===== src/rtl/fir_coef_ctrl.sv =====
// FIR coefficient reload controller: shadows a full coefficient set, drains the
// in-flight samples, then writes the set into the FIR while sample flow is stalled.
//
// state    | meaning
// UNLOADED | no set written yet, samples blocked, collecting first set
// RUN      | samples flow, next set may be collected in the shadow buffer
// DRAIN    | shadow full, samples blocked, waiting for the FIR to empty
// WRITE    | streaming shadow words into the FIR coefficient port
module fir_coef_ctrl #(
    parameter int TAP_CNT      = 31,
    parameter int DATA_W       = 32,
    parameter int MAX_INFLIGHT = 64
) (
    input  logic                              clk,
    input  logic                              rst_n,
    input  logic                              cfg_valid,
    input  logic [DATA_W-1:0]                 cfg_data,
    output logic                              cfg_ready,
    input  logic                              s_valid,
    input  logic [DATA_W-1:0]                 s_data,
    output logic                              s_ready,
    output logic                              fir_valid_in,
    output logic [DATA_W-1:0]                 fir_data_in,
    input  logic                              fir_valid_out,
    output logic                              coef_we,
    output logic [$clog2(TAP_CNT)-1:0]        coef_addr,
    output logic [DATA_W-1:0]                 coef_wdata,
    output logic                              loaded,
    output logic                              cnt_err
);

    localparam int AW = $clog2(TAP_CNT);
    localparam int CW = $clog2(TAP_CNT + 1);
    localparam int IW = $clog2(MAX_INFLIGHT + 1);

    typedef enum logic [1:0] {
        UNLOADED = 2'd0,
        RUN      = 2'd1,
        DRAIN    = 2'd2,
        WRITE    = 2'd3
    } state_t;

    state_t            state;
    state_t            state_nxt;
    logic [CW-1:0]     shadow_cnt;
    logic [CW-1:0]     shadow_cnt_nxt;
    logic [IW-1:0]     inflight;
    logic [IW-1:0]     inflight_nxt;
    logic [IW:0]       issued_nxt;
    logic [DATA_W-1:0] shadow [TAP_CNT];
    logic              cfg_acc;
    logic              s_acc;
    logic              underflow;
    logic              write_done;
    logic              shadow_full;

    always_comb begin
        cfg_acc     = cfg_valid & cfg_ready;
        s_acc       = s_valid & s_ready;
        shadow_full = (shadow_cnt == CW'(TAP_CNT));
        write_done  = (state == WRITE) && (coef_addr == AW'(TAP_CNT - 1));
        underflow   = fir_valid_out && !fir_valid_in && (inflight == '0);

        inflight_nxt = inflight;
        if (fir_valid_in && !fir_valid_out)
            inflight_nxt = inflight + 1'b1;
        else if (fir_valid_out && !fir_valid_in && (inflight != '0))
            inflight_nxt = inflight - 1'b1;

        shadow_cnt_nxt = shadow_cnt;
        if (write_done)
            shadow_cnt_nxt = '0;
        else if (cfg_acc)
            shadow_cnt_nxt = shadow_cnt + 1'b1;

        state_nxt = state;
        case (state)
            UNLOADED: if (shadow_full) state_nxt = WRITE;
            RUN:      if (shadow_full) state_nxt = DRAIN;
            // a sample issued on the last RUN cycle is not yet counted in inflight
            DRAIN:    if ((inflight == '0) && !fir_valid_in) state_nxt = WRITE;
            WRITE:    if (write_done) state_nxt = RUN;
            default:  state_nxt = UNLOADED;
        endcase

        // include the sample being accepted now, which lands in inflight two edges later
        issued_nxt = {1'b0, inflight_nxt} + {{IW{1'b0}}, s_acc};
    end

    always_ff @(posedge clk) begin
        if (cfg_acc)
            shadow[shadow_cnt[AW-1:0]] <= cfg_data;
    end

    always_ff @(posedge clk or negedge rst_n) begin
        if (!rst_n) begin
            state        <= UNLOADED;
            shadow_cnt   <= '0;
            inflight     <= '0;
            cfg_ready    <= 1'b0;
            s_ready      <= 1'b0;
            fir_valid_in <= 1'b0;
            fir_data_in  <= '0;
            coef_we      <= 1'b0;
            coef_addr    <= '0;
            coef_wdata   <= '0;
            loaded       <= 1'b0;
            cnt_err      <= 1'b0;
        end else begin
            state      <= state_nxt;
            shadow_cnt <= shadow_cnt_nxt;
            inflight   <= inflight_nxt;
            if (underflow)
                cnt_err <= 1'b1;

            cfg_ready <= (shadow_cnt_nxt < CW'(TAP_CNT)) && (state_nxt != WRITE);
            s_ready   <= (state_nxt == RUN) && (shadow_cnt_nxt < CW'(TAP_CNT)) &&
                         (issued_nxt < (IW + 1)'(MAX_INFLIGHT));

            fir_valid_in <= s_acc;
            if (s_acc)
                fir_data_in <= s_data;

            if ((state != WRITE) && (state_nxt == WRITE)) begin
                coef_we    <= 1'b1;
                coef_addr  <= '0;
                coef_wdata <= shadow[0];
            end else if (write_done) begin
                coef_we <= 1'b0;
                loaded  <= 1'b1;
            end else if (state == WRITE) begin
                coef_addr  <= coef_addr + 1'b1;
                coef_wdata <= shadow[coef_addr + 1'b1];
            end
        end
    end

endmodule


===== config.mk =====
export PLATFORM = sky130hd
export DESIGN_NAME = fir_coef_ctrl
export DESIGN_NICKNAME = d
export VERILOG_FILES = /design/src/rtl/fir_coef_ctrl.sv
export SDC_FILE = /design/constraint.sdc
export NUM_CORES = 1
export LEC_CHECK = 0
export ABC_AREA = 1
export BUFFER_PORTS_ARGS = -buffer_cell sky130_fd_sc_hd__clkbuf_2
export CAP_MARGIN = 20
export CORE_MARGIN = 1
export CORE_UTILIZATION = 30
export CTS_CLUSTER_SIZE = 12
export DETAILED_ROUTE_END_ITERATION = 16
export SYNTH_ARGS = -nofsm -noshare
export SYNTH_HDL_FRONTEND = slang
export SYNTH_SLANG_ARGS = --single-unit

===== constraint.sdc =====
create_clock -name clk -period 3.6 [get_ports clk]
set_input_delay 0.18 -clock clk [delete_from_list [all_inputs] [get_ports clk]]
set_output_delay 0.18 -clock clk [all_outputs]
set_load 0.05 [all_outputs]

==> results.py <==
metrics = {
    "status": {
        "status": "finished, final reports clean",
    },
    "drt": {
        "avgRoutedWirePerCell_um": 20.7,
        "route.met3.wl_um": 9800,
        "drtIter0Drc": 2961,
        "detail-route-antenna-nets": 0,
        "dr_total_vias": 30722,
        "first_pass_iters": 5,
        "viasPerCell": 4.91,
        "route.met2.wl_um": 59000,
        "wirelength_um": 129000,
        "met1_length_um": 56900,
        "routed.top_layer": "met5",
        "drc": 0,
    },
    "global_routing": {
        "grt_max_degree": 211,
        "grt_antenna_before_repair": 4,
        "grt_use_total_pct": 16.7,
        "grt_pass1_vias": 29043,
        "overflow": 0,
        "grt_pass1_wl_um": 191000,
    },
    "cells_and_area": {
        "area_delta_synth_final_pct": 15.6,
        "final_cell_mix": "nand2_1 (1564), edfxtp_1 (992), nand3_1 (821)",
        "drive_gt1_share_pct": 9.71,
        "diodes": 0,
        "fin_util_pct": 35.0,
        "final_common_cell": "nand2_1",
        "nNetsFinal": 4309,
        "fill_cells": 14474,
    },
    "yosys": {
        "yosysUniqueCellTypes": 31,
        "synthCells": 4093,
        "yosysWarnings": 0,
        "syn_avg_cell_area_um2": 11.0,
        "netlist_area_um2": 44900,
        "synth_ff_type": "edfxtp_1",
        "yosysSeqAreaShare_pct": 71.3,
        "synthesis.nets": 4172,
        "synth_seq_cells": 1081,
        "synth_edf_count": 992,
        "synth-async-reset-ratio_pct": 8.23,
    },
    "cts": {
        "clock_sinks": 1081,
        "max-clock-path-buffers": 3,
        "cts-root-buf": "clkbuf_16",
        "path_clk_slew_ns": 0.06,
        "cts_made_buffers": 109,
        "clk_latency_ns": 0.75,
        "cts_resized": 0,
        "post_cts_buffers": 0,
        "postCtsHoldBufs": 37,
        "tritoncts": "done",
        "htreeDepth": 3,
    },
    "placed_design": {
        "dp_hpwl_um": 67800,
        "portBuffers": 143,
        "gp_congestion": 0.799,
    },
    "setup_path": {
        "worstSetupPathType": "reg -> reg",
        "cpPeakStageDelay_ns": 0.72,
        "crit_path_top_delay_cell": "dfrtp_4",
        "cp_data_required_time_ns": 4.22,
        "critical_path_peak_fanout": 66,
        "path_cells": "inv_8 -> ha_4 -> inv_8 -> buf_12 -> nand3_1 -> nand3_1 -> nand2_1 -> nand2_1 -> nand2_1 -> nand2_1 -> nand3_1 -> nand2_1 -> nand2_1",
        "endpoint_kind": "flop",
        "cp-start-kind": "flop",
        "worstPathArrival_ns": 3.48,
        "timing.critical_path.mode_cell": "nand2_1",
    },
    "timing": {
        "slew-limit-headroom_pct": 29.8,
        "setup-tns-final_ns": 0,
        "fin_worst_skew_ns": 0.0971,
        "slew_viol_final": 0,
        "setup_viol": 0,
        "tightest_slew_ns": 1.05,
        "fin_crit_ns": 2.86,
        "finalHoldViolations": 0,
        "fmax_ghz": 0.350,
        "post-route-period-util_pct": 79.4,
        "rsz0062_at_grt": "no",
    },
    "floorplanning": {
        "die_x_um": 389,
        "coreArea_um2": 148000,
        "io_pins": 144,
        "die_h_um": 389,
        "rows": 141,
        "die_area_um2": 151000,
        "initial_core_util_pct": 30.3,
    },
    "job": {
        "maxCapViolations": 0,
    },
    "min_path": {
        "hp-class": "in -> reg",
    },
    "pwr": {
        "p_leak_uw": 0.0201,
        "pwr_density_cell_nw_per_um2": 850,
        "ir_drop_mv": 0.955,
    },
}
==> where the power goes <==
group / switching [uW] / internal [uW] / total (uW)
combinational: 13000 / 4850 / 17800
clock: 4880 / 6170 / 11000
sequential: 625 / 14700 / 15300
total: 18500 / 25700 / 44100
==> final cells by class <==
type | count | area [um2] | share of cell area (%)
sequential | 1081 | 32000 | 61.7
multi-input combinational | 2549 | 11100 | 21.4
clock buffer | 187 | 3220 | 6.21
tap | 1930 | 2410 | 4.65
timing repair buffer | 257 | 1990 | 3.84
inverter | 232 | 892 | 1.72
clock inverter | 18 | 256 | 0.494
==> synthesized netlist by cell type, types with 2 or more instances <==
cell      count  area (um2)
nand2_1    1565        5870
edfxtp_1    992       29800
nand3_1     821        4110
inv_1       227         852
buf_2       166         831
nor2_1      121         454
dfrtp_1      89        2230
clkbuf_1     30         113
buf_4        17         128
buf_1        12        45.0
ha_1         10         125
buf_6         6        67.6
o21ai_0       5        25.0
inv_2         4        15.0
xor2_1        4        35.0
nand4_1       3        18.8
o22ai_1       3        18.8
or2_2         3        18.8
nand3b_1      2        15.0
nor3_1        2        10.0
==> worst max-delay path, delay by kind of cell (launching register included) <==
| family | cells | cell delay [ns] |
|---|---|---|
| fa+ha+maj | 1 | 0.32 |
| simple gates | 9 | 0.84 |
| buf+inv | 3 | 0.78 |
| flops | 1 | 0.72 |
==> path summary, 6_finish.rpt <==
check                                            start                           to  slack (ns)  cells past startpoint
setup / recovery              coef_addr[0]$_DFFE_PN0P_    coef_wdata[7]$_DFFE_PN0P_        0.74                     13
hold / removal                                 s_valid  fir_data_in[23]$_DFFE_PN0P_        0.06                      5
setup reg to reg              coef_addr[0]$_DFFE_PN0P_    coef_wdata[7]$_DFFE_PN0P_        0.74                     13
hold reg to reg            fir_data_in[17]$_DFFE_PN0P_  fir_data_in[17]$_DFFE_PN0P_        0.47                      2
max in group asynchronous                        rst_n    coef_wdata[7]$_DFFE_PN0P_        1.79                      4
min in group asynchronous                        rst_n   coef_wdata[25]$_DFFE_PN0P_        0.53                      3
==> routing by layer <==
metal	global-route usage, %	vias up
li1	-	14093
met1	23.6	15157
met2	26.4	1255
met3	2.78	209
met4	4.72	8
met5	0	-
==> stage by stage <==
stage	area [um2]	hold slack [ns]	std cells	worst slack, ns	total power (uW)
3_3_place_gp	48100	0.198	6012	0.760	33100
2_1_floorplan	44900	-0.116	4093	0.636	27700
4_1_cts	51900	0.00323	6254	0.777	44300
3_5_place_dp	48100	0.200	6012	0.766	33200
6_report	51900	0.0632	6254	0.741	44100
5_1_grt	51900	0.0408	6254	0.617	46600
==> flip-flops by register name, indices dropped and copies added (netlist names), 2 cells and up <==
register     flops
shadow_cnt       5
shadow         992
inflight         7
coef_wdata      32
state            2
fir_data_in     32
coef_addr        5
==> kinds of logic (layout without fill, tap and decap cells) <==
family                     after synthesis  count (layout)  synth area share, %
DFF                                   1081            1081                 71.3
and+or+nand+nor                       2524            2524                 23.6
adders and majority gates               10              10                0.279
xor gates and xnor gates                 4               4               0.0780
AOI/OAI and AO/OA                       11              11                0.170
buffers and inverters                  463             694                 4.58
No activity file was read; power rests on OpenSTA's default activity.
